### src/rtl/oddr2_tx_serializer.sv
// Parallel-to-DDR gearbox feeding an ODDR2: FIFO-buffered words are emitted two bits per clock.
// Define ODDR2_SER_MSB_FIRST_EN for MSB-first pair order; LSB-first otherwise.
module oddr2_tx_serializer #(
    parameter int          WIDTH     = 8,
    parameter int          DEPTH     = 4,
    parameter logic [1:0]  IDLE_PAIR = 2'b00
) (
    input  logic             C,
    input  logic             R_N,
    input  logic [WIDTH-1:0] IN_DATA,
    input  logic             IN_VALID,
    output logic             IN_READY,
    output logic             D0,
    output logic             D1,
    output logic             BUSY,
    output logic             DONE
);

    localparam int PAIRS = WIDTH / 2;
    localparam int KW    = $clog2(PAIRS);
    localparam int AW    = $clog2(DEPTH);
    localparam int CW    = AW + 1;

    typedef enum logic {
        IDLE,
        SHIFT
    } state_t;

    logic [WIDTH-1:0] mem_q [DEPTH];
    logic [AW-1:0]    wr_ptr_q, wr_ptr_d;
    logic [AW-1:0]    rd_ptr_q, rd_ptr_d;
    logic [CW-1:0]    count_q, count_d;
    logic             in_ready_q, in_ready_d;
    state_t           state_q, state_d;
    logic [KW-1:0]    k_q, k_d;
    logic [WIDTH-1:0] word_q, word_d;
    logic             d0_q, d0_d;
    logic             d1_q, d1_d;
    logic             busy_q, busy_d;
    logic             done_q, done_d;
    logic             push;
    logic             pop;
    logic [WIDTH-1:0] pair_shift;

    assign push = IN_VALID & in_ready_q;

    always_ff @(posedge C) begin
        if (push) begin
            mem_q[wr_ptr_q] <= IN_DATA;
        end
    end

    // Pops only see words already in the FIFO, so a word written this edge waits one cycle.
    always_comb begin
        state_d = state_q;
        k_d     = k_q;
        word_d  = word_q;
        pop     = 1'b0;
        done_d  = 1'b0;
        case (state_q)
            IDLE: begin
                if (count_q != '0) begin
                    pop     = 1'b1;
                    word_d  = mem_q[rd_ptr_q];
                    k_d     = '0;
                    state_d = SHIFT;
                end
            end
            SHIFT: begin
                if (k_q != KW'(PAIRS - 1)) begin
                    k_d = k_q + KW'(1);
                end else if (count_q != '0) begin
                    pop    = 1'b1;
                    word_d = mem_q[rd_ptr_q];
                    k_d    = '0;
                end else begin
                    state_d = IDLE;
                    done_d  = 1'b1;
                end
            end
            default: begin
                state_d = IDLE;
            end
        endcase
    end

    always_comb begin
        wr_ptr_d   = wr_ptr_q + AW'(push);
        rd_ptr_d   = rd_ptr_q + AW'(pop);
        count_d    = count_q + CW'(push) - CW'(pop);
        in_ready_d = (count_d != CW'(DEPTH));
        busy_d     = (state_d == SHIFT) | (count_d != '0);
    end

    // Outputs are computed from the next word/index so the pair is registered in the load cycle.
    always_comb begin
        d0_d = IDLE_PAIR[0];
        d1_d = IDLE_PAIR[1];
`ifdef ODDR2_SER_MSB_FIRST_EN
        pair_shift = word_d << {k_d, 1'b0};
        if (state_d == SHIFT) begin
            d0_d = pair_shift[WIDTH-1];
            d1_d = pair_shift[WIDTH-2];
        end
`else
        pair_shift = word_d >> {k_d, 1'b0};
        if (state_d == SHIFT) begin
            d0_d = pair_shift[0];
            d1_d = pair_shift[1];
        end
`endif
    end

    always_ff @(posedge C or negedge R_N) begin
        if (!R_N) begin
            wr_ptr_q   <= '0;
            rd_ptr_q   <= '0;
            count_q    <= '0;
            in_ready_q <= 1'b0;
            state_q    <= IDLE;
            k_q        <= '0;
            word_q     <= '0;
            d0_q       <= IDLE_PAIR[0];
            d1_q       <= IDLE_PAIR[1];
            busy_q     <= 1'b0;
            done_q     <= 1'b0;
        end else begin
            wr_ptr_q   <= wr_ptr_d;
            rd_ptr_q   <= rd_ptr_d;
            count_q    <= count_d;
            in_ready_q <= in_ready_d;
            state_q    <= state_d;
            k_q        <= k_d;
            word_q     <= word_d;
            d0_q       <= d0_d;
            d1_q       <= d1_d;
            busy_q     <= busy_d;
            done_q     <= done_d;
        end
    end

    assign IN_READY = in_ready_q;
    assign D0       = d0_q;
    assign D1       = d1_q;
    assign BUSY     = busy_q;
    assign DONE     = done_q;

endmodule

### config.mk
export PLATFORM = sky130hd
export DESIGN_NAME = oddr2_tx_serializer
export DESIGN_NICKNAME = d
export VERILOG_FILES = /design/src/rtl/oddr2_tx_serializer.sv
export SDC_FILE = /design/constraint.sdc
export NUM_CORES = 1
export LEC_CHECK = 0
export ABC_AREA = 0
export CORE_MARGIN = 2
export CORE_UTILIZATION = 42
export DETAILED_ROUTE_END_ITERATION = 10
export GPL_TIMING_DRIVEN = 0
export PLACE_DENSITY = 0.72
export SLEW_MARGIN = 10
export SYNTH_ARGS = -nofsm -noshare
export SYNTH_HDL_FRONTEND = slang
export SYNTH_SLANG_ARGS = --single-unit
### constraint.sdc
create_clock -name C -period 3.6 [get_ports C]
set_input_delay 0.54 -clock C [delete_from_list [all_inputs] [get_ports C]]
set_output_delay 0.54 -clock C [all_outputs]
set_load 0.02 [all_outputs]
# After elaboration in Yosys (flattened, before gate mapping)
# Memory sizes are Yosys's and may differ from the RTL's.
# Cells that the tools add are included.
dict set report word_totals {
  output_inout_bits 5
  reg_bits 23
  latch_bits 0
  memories 1
  romBits 0
  mem_bits_rw 32
}
dict set report classes {
  n_lt_le_gt_ge 0
  n_bitwise 3
  multipliers 0
  shift 1
  div_mod_pow 0
  n_addsub 5
  eq_ne 2
  reduce_logical 2
  n_mux 18
}
# name depth word_bits read_ports rd_ports_with_merged_regs wr line_no
set memory_table {}
lappend memory_table {mem_q 4 8 1 0 1 29} ;# logic [WIDTH-1:0] mem_q [DEPTH];
# operator count
set op_table {}
lappend op_table {{8-bit 2-to-1 mux} 2}
lappend op_table {{8-bit case mux with 2 select lines} 1}
lappend op_table {{1-bit 2-to-1 mux} 10}
lappend op_table {{8-bit by 3-bit right shift with 2-bit output} 1}
lappend op_table {{3-bit nonzero test} 2}
lappend op_table {{2-bit by 1-bit adder with 2-bit output} 2}
lappend op_table {{2-bit 2-to-1 mux} 2}
lappend op_table {{1-bit case mux with 2 select lines} 2}
lappend op_table {{2-bit case mux with 2 select lines} 1}
lappend op_table {{3-bit by 1-bit adder with 3-bit output} 1}
lappend op_table {{3-bit inequality test (second input constant)} 1}
lappend op_table {{3-bit by 1-bit subtractor with 3-bit output} 1}
lappend op_table {{2-bit by 1-bit adder with 2-bit output (second input constant)} 1}
lappend op_table {{2-bit inequality test (second input constant)} 1}
lappend op_table {{1-bit AND} 1}
lappend op_table {{1-bit inverter} 1}
lappend op_table {{1-bit bitwise OR} 1}

# Longest topological paths before layout
# Gate-level depths: netlist of run 1.
dict set report depth {
  depth_word 7
  ltp_mapped 10
  ltp_nobuf 9
}

# Least setup slack after synthesis of run 1
# No wires, ideal clock.
dict set report synth_timing {
  path_kind {register to register}
  start {register k_q[0]}
  end {register busy_q, in the netlist BUSY}
  setup_time_ps 139
  n_path_buf 1
  setup_slack_ps 905
  arrival_time_ps 2556
  stages_incl_launch_ff 10
  path_cell_list {dfrtp_1 > ha_1 > nor2b_1 > nor2_1 > buf_2 > ha_1 > inv_1 > ha_1 > fa_1 > or4_1}
}
dict set report synth_via {
  elab_chain_cells 6
}
# element line_no
set synth_lines {}
lappend synth_lines {{start, declared} 35} ;# logic [KW-1:0] k_q, k_d;
lappend synth_lines {{start signal, assigned} 133} ;# k_q <= k_d;
lappend synth_lines {{2-bit inequality test} 70} ;# if (k_q != KW'(PAIRS - 1)) begin
lappend synth_lines {{1-bit 2-to-1 mux} 70}
lappend synth_lines {{1-bit case mux with 2 select lines} 60} ;# case (state_q)
lappend synth_lines {{3-bit by 1-bit subtractor with 3-bit output} 90} ;# count_d = count_q + CW'(push) - CW'(pop);
lappend synth_lines {{net count_d[1]} 32} ;# logic [CW-1:0] count_q, count_d;
lappend synth_lines {{3-bit nonzero test} 92} ;# busy_d = (state_d == SHIFT) | (count_d != '0);
lappend synth_lines {{1-bit bitwise OR} 92}
lappend synth_lines {{net busy_d} 39} ;# logic busy_q, busy_d;
lappend synth_lines {{end signal, assigned} 137} ;# busy_q <= busy_d;
lappend synth_lines {{end, declared} 39}
# The timed path passes the listed nets, and every way through them passes these cells.

# Worst setup path after layout of run 1
# Same ends and word-level chain as after synthesis.

==> metrics.md, run 1 <==
| Metric | Value |
|---|---|
| Peak VDD IR | `0.0003866 V` |
| Clk pin slew, worst setup/hold paths | `approximately 0.090 ns` |
| Leading cell type in the layout, fill and taps excluded | `edfxtp_1` |
| First drt pass iteration count | `3` |
| DRC viols | `0` |
| Hpwl dp | `approximately 2100 um` |
| FF-to-FF path depth | `9` |
| Die ar. | `~0.0056 mm2` |
| Core Rows | `25` |
| GR Util All Layers | `13.00%` |
| Vias | `between 900 and 1000` |
| DP Cell Count | `between 150 and 200` |
| Die Height | `75.08 um` |
| Share of layout cells above drive strength 1 | `between 20% and 30%` |
| Initial antenna violation count | `0` |
| Post-Syn Area per Cell | `19.12 um2` |
| #FFs+latches synth | `55` |
| Sequential area share after synthesis | `between 70 and 80%` |
| Post-Layout Cell Count | `201` |
| Largest buffer count on any clock path | `2` |
| Grt ovf | `0` |
| Antenna cells | `0` |
| CP Launch Point | `k_q[0]$_DFF_PN0_` |
| Latest clock arrival within the worst-skew pair | `~0.30 ns` |
| Actual slew at the worst max-slew pin | `just over 1 ns` |
| Req. time, crit path | `between 3 and 4 ns` |
| Largest net degree at the start of global routing | `24` |
| Post-CTS Resized | `0` |
| Fin util | `just over 50%` |
| Final hold violations | `0` |
| Core area | `0.004786 mm2` |
| Initial Utilization | `between 40% and 50%` |
| Final Max Tran Viols | `0` |
| Initial drt markers | `37` |
| Mapped Cells | `around 110` |
| Worst Path Arrival | `3.13 ns` |
| CP endpoint | `BUSY$_DFF_PN0_` |
| Leak pwr | `about 0.00092 uW` |
| Setup tns final | `0 ns` |
| Yosys Warn Count | `0` |
| Placer Congestion | `between 0.6 and 0.7` |
| RR Startpoint | `k_q[0]$_DFF_PN0_` |
| WS Path Type | `reg2reg` |
| CTS tree | `yes` |
| Clock sinks | `55` |
| Post-CTS setup buffers | `0` |
| Unique masters post-synth | `24` |
| Nets | `150` |
| Rel. slew slack | `a little under a third` |
| Final wirelength | `between 3000 and 4000 um` |
| Critical Path Start Type | `flop` |
| Number of global-route vias before repair | `around 1100` |
| Hold crit path type | `reg2reg` |
| XOR/XNOR Fraction of Synth Area | `1.651%` |
| Antenna Nets Post-Route | `0` |
| # port buffers | `15` |
| Root buffer cell | `clkbuf_8` |
| H-Tree Depth | `2` |
| Chip width | `75.08 um` |
| Post-synthesis simple-gate area fraction | `between 4 and 5%` |
| Reg-to-reg setup timing slack | `between 0.6 and 0.7 ns` |
| Number of buffers created by CTS | `5` |
| Area delta synth->final | `16.80%` |
| Outcome | `finished clean` |
| Unrepaired setup endpoints after global routing | `no` |
| Combinational family with the most area after synthesis | `multiplexers` |
| F_max | `around 0.34 GHz` |
| Adder-Cell Fraction of Synth Area | `between 3 and 4%` |
| Wirelength per Cell | `~15 um` |
| Min cycle time layout | `roughly 2.9 ns` |
| Max-cap viol count | `0` |
| Compound-cell area share of the yosys netlist | `~1.1%` |
| Synthesized cell area | `around 0.0021 mm2` |
| Setup Viol. Count Final | `0` |
| Syn nets | `around 130` |
| Cell Pwr Density | `827.2 mW/mm2` |
| Layout filler cell count | `approximately 400` |
| First-pass GRT wire length | `just over 5000 um` |
| Vias per inst | `between 4 and 5` |
| CP endpoint kind | `flop` |
| RR Endpoint | `BUSY$_DFF_PN0_` |
| Clock skew | `roughly 0.0045 ns` |
| Most frequent cells in the layout | `edfxtp_1, dfrtp_1, clkdlybuf4s50_1` |
| CTS Hold Bufs | `0` |
| Crit path max fanout | `11` |
| IO Pins | `16` |
| Mux cell area share after synthesis | `between 10 and 15%` |
| Period utilisation layout | `between 80% and 90%` |
[registers in the layout, indices dropped and copies added (netlist names), 2 cells and up]
register and flops:
count_q 3, k_q 2, word_q 8, wr_ptr_q 2
mem_q 32, rd_ptr_q 2
[cell families (layout without fill, tap and decap cells)]
kind of cell / count (synthesis) / count (layout)
DFF: 55 / 55
muxes: 18 / 18
and+or+nand+nor: 18 / 18
buffers and inverters: 7 / 30
adders and majority gates: 6 / 6
xor gates and xnor gates: 4 / 4
AOI/OAI and AO/OA: 3 / 3
[critical path, cell delays in order, from the launching register on]
cell and delay, ns:
dfrtp_1 0.46, ha_1 0.25, nor2b_1 0.26, nor2_1 0.11, buf_2 0.22, ha_1 0.30
inv_1 0.04, ha_1 0.19, fa_1 0.47, or4_1 0.53
[synthesized netlist by cell type]
master    instances  area share [%]
mux4_2           10              11
mux2_2            8             4.2
ha_1              5             2.9
nor3_1            1            0.24
inv_1             4            0.71
edfxtp_1         32              45
nand2b_1          1            0.29
nor3b_1           2            0.71
clkbuf_1          1            0.18
nand2_1           5            0.88
xnor2_1           1            0.41
dfrtp_1          23              27
o21ai_0           1            0.24
buf_2             1            0.24
buf_4             1            0.35
and3_1            2            0.59
nor3_2            1            0.47
nor2b_1           1            0.29
fa_1              1            0.94
nand3_1           2            0.47
xor2_1            3             1.2
or4_1             1            0.35
nor2_1            2            0.35
a22o_1            2            0.83
[routing by layer]
metal / part of all wire [%] / wire (um) / GRT usage [%]
met5: 0 / 0 / 0
met4: 1.5 / 45 / 4.762
met3: 3.4 / 105 / 4.819
met2: 49 / 1504 / 21.44
met1: 46 / 1395 / 15.75
[worst min-delay path by stage]
stage	startpoint	endpoint	cells after the start
floorplan	R_N	BUSY$_DFF_PN0_	0
global placement	k_q[1]$_DFF_PN0_	k_q[1]$_DFF_PN0_	2
detailed placement	word_q[4]$_DFF_PN0_	word_q[4]$_DFF_PN0_	1
CTS	word_q[4]$_DFF_PN0_	word_q[4]$_DFF_PN0_	1
global route	word_q[2]$_DFF_PN0_	word_q[2]$_DFF_PN0_	1
finish	word_q[2]$_DFF_PN0_	word_q[2]$_DFF_PN0_	1
[report_power, final]
group | switching (uW) | internal [uW] | total [uW]
Combinational | 329 | 370 | 698
Sequential | 90.7 | 870 | 961
Clock | 188 | 204 | 391
[stage by stage]
step	hold slack [ns]	setup slack [ns]	total power [uW]	area, um2
after floorplan	0.2444	0.9054	1486	2122
after detailed placement	0.4929	0.6359	1688	2366
after CTS	0.5141	0.6239	2076	2474
after global routing	0.5305	0.4141	2188	2479
after global placement	0.4822	0.6938	1638	2356
final	0.5090	0.6567	2050	2479
[cell type report]
type	count	area [um2]	area share [%]
Clock inverter	3	38.79	1.565
Sequential cell	55	1536	61.99
Multi-Input combinational cell	49	569.3	22.97
Tap cell	67	83.83	3.382
Buffer	3	16.27	0.6562
Clock buffer	5	68.82	2.776
Timing Repair Buffer	15	150.1	6.058
Inverter	4	15.01	0.6058
Power figures use the tool's default switching activity.
==> inputs of run 2 (changes only) <==
Clock period 3.6 ns to 2.9 ns, I/O delays scaled along.
==> run 2 against run 1 <==
Compared with the run above:
- wire length hardly changed
- non-clock buffer count is 1 higher
- register-to-register slack worse by 0.47 ns
- highest routed layer unchanged
- clock power is 24% higher
- die area stayed put
- sequential share of layout area is 0.57 points lower
- sequential power is 24% higher
- largest cell class unchanged
- count of clock-buffer cells in the layout stayed put
==> metrics.md, run 2 (synthesis results as in run 1) <==
| Metric | Value |
|---|---|
| Outcome | `finished clean` |
| Clock sinks | `55` |
| Largest net degree at the start of global routing | `24` |
| Share of layout cells above drive strength 1 | `roughly a quarter` |
| Largest regs | `mem_q x32, word_q x8, count_q x3` |
| Rel. slew slack | `31.64%` |
| Leading cell type in the layout, fill and taps excluded | `edfxtp_1` |
| WS Path Type | `reg2reg` |
| Die ar. | `around 0.0056 mm2` |
| Flip-flop count of the largest register after layout | `32` |
| Setup Viol. Count Final | `0` |
| Final hold violations | `0` |
| Peak VDD IR | `around 0.00048 V` |
| H-Tree Depth | `2` |
| Max-cap viol count | `0` |
| Leak pwr | `between 0.0009 and 0.001 uW` |
| CP endpoint kind | `flop` |
| Net Sw Power | `approximately 770 uW` |
| Unrepaired setup endpoints after global routing | `no` |
| DRC viols | `0` |
| Reg-to-reg setup timing slack | `between 0.15 and 0.2 ns` |
| P_int | `1815 uW` |
| F_max | `roughly 0.37 GHz` |
| Chip width | `around 75 um` |
| Most frequent cells in the layout | `edfxtp_1, dfrtp_1, clkdlybuf4s50_1` |
| Cell Pwr Density | `around 1000 mW/mm2` |
| Grt ovf | `0` |
| Worst hold stages | `1` |
| Core area | `0.004786 mm2` |
| CP endpoint | `BUSY$_DFF_PN0_` |
| Vias | `995` |
| Clock power share | `around a fifth` |
| Number of global-route vias before repair | `around 1100` |
| Hpwl dp | `2129 um` |
| DP Cell Count | `between 150 and 200` |
| Latest clock arrival within the worst-skew pair | `approximately 0.3 ns` |
| Antenna Nets Post-Route | `0` |
| Antenna cells | `0` |
| Initial drt markers | `46` |
| Critical Path Start Type | `flop` |
| Die Height | `approximately 75 um` |
| Initial antenna violation count | `0` |
| Placer Congestion | `~0.65` |
| Nets | `roughly 150` |
| Post-route cell area | `between 0.002 and 0.003 mm2` |
| CTS Hold Bufs | `0` |
| Hold crit path type | `reg2reg` |
| GR Util All Layers | `13.00%` |
| Worst Path Arrival | `2.89 ns` |
| Actual slew at the worst max-slew pin | `roughly 1.0 ns` |
| Wirelength per Cell | `around 15 um` |
| Largest buffer count on any clock path | `2` |
| Net Sw Frac | `29.68%` |
| First-pass GRT wire length | `roughly 5100 um` |
| Most flop-heavy register | `mem_q` |
| Core Rows | `25` |
| Final Max Tran Viols | `0` |
| Final wirelength | `between 3000 and 4000 um` |
| First drt pass iteration count | `3` |
| Placed cell areas | `~0.0024 mm2` |
| IO Pins | `16` |
| # port buffers | `15` |
| Clk pin slew, worst setup/hold paths | `~0.09 ns` |
| Post-Layout Cell Count | `202` |
| Number of buffers created by CTS | `5` |
| Period utilisation layout | `slightly above 90%` |
| Initial Utilization | `between 40% and 50%` |
| RR Endpoint | `BUSY$_DFF_PN0_` |
| Area delta synth->final | `17.98%` |
| Min cycle time layout | `around 2.7 ns` |
| FF-to-FF path depth | `9` |
| RR Startpoint | `k_q[0]$_DFF_PN0_` |
| CP Launch Point | `k_q[0]$_DFF_PN0_` |
| Vias per inst | `~5` |
| Crit path max fanout | `11` |
| Seq pwr share | `approximately 46%` |
| Req. time, crit path | `3.08 ns` |
| Root buffer cell | `clkbuf_8` |
| Combinational Power Share | `roughly a third` |
| Clock skew | `~0.0042 ns` |
| Setup tns final | `0 ns` |
| CTS tree | `yes` |
==> run 2: layout make-up <==
cell class                      count  area [um2]
Multi-Input combinational cell     49       583.1
Inverter                            4       15.01
Timing Repair Buffer               16       157.7
Fill cell                         387        2282
Clock inverter                      3       38.79
Clock buffer                        5       68.82
Sequential cell                    55        1538
Buffer                              3       18.77
Tap cell                           67       83.83
==> run 2: worst min path at each step <==
stage	start	to	slack [ns]
2_1_floorplan	R_N	BUSY$_DFF_PN0_	0.14
5_1_grt	word_q[2]$_DFF_PN0_	word_q[2]$_DFF_PN0_	0.53
3_5_place_dp	word_q[4]$_DFF_PN0_	word_q[4]$_DFF_PN0_	0.49
4_1_cts	word_q[4]$_DFF_PN0_	word_q[4]$_DFF_PN0_	0.51
3_3_place_gp	k_q[1]$_DFF_PN0_	k_q[1]$_DFF_PN0_	0.48
6_report	word_q[2]$_DFF_PN0_	word_q[2]$_DFF_PN0_	0.51
==> run 2: layer usage <==
layer	up-vias	track usage [%]	share of wire [%]
met3	5	4.819	3.4
li1	466	-	-
met5	-	0	0
met4	0	4.762	1.5
met1	508	15.75	46
met2	16	21.44	49
==> run 2: power by group through the flow <==
stage          Sequential [uW]  Clock [uW]  Combinational (uW)
2_1_floorplan             1200           0                 641
3_3_place_gp              1190           0                 839
3_5_place_dp              1210           0                 882
4_1_cts                   1200         495                 890
5_1_grt                   1220         527                1010
6_report                  1190         486                 904
==> run 2: timing repair <==
item / in CTS / in global routing
endpoints found under the setup margin: 1 / 1
hold endpoints to repair: 0 / 0
buffers inserted: 0 / 1
resized for setup: 1 / 5
gates cloned: 0 / 0
pin swaps: 0 / 0
==> run 2: worst max-delay path: stages (launching register included) <==
cell and delay [ns]:
dfrtp_2 0.41, ha_1 0.24, nor2b_4 0.16, nor2_1 0.08, buf_4 0.19, ha_1 0.28, inv_1 0.04, ha_1 0.19
fa_1 0.47, or4_1 0.53
==> run 2: per-stage QoR <==
stage	util (%)	hold slack (ns)	setup WS, ns	power (uW)
3_3_place_gp	49.23	0.4822	-0.006162	2033
3_5_place_dp	49.44	0.4929	-0.06413	2096
4_1_cts	51.74	0.5141	0.004644	2580
2_1_floorplan	-	0.1394	0.2054	1844
5_1_grt	52.31	0.5304	0.03092	2753
6_report	52.31	0.5083	0.1907	2581
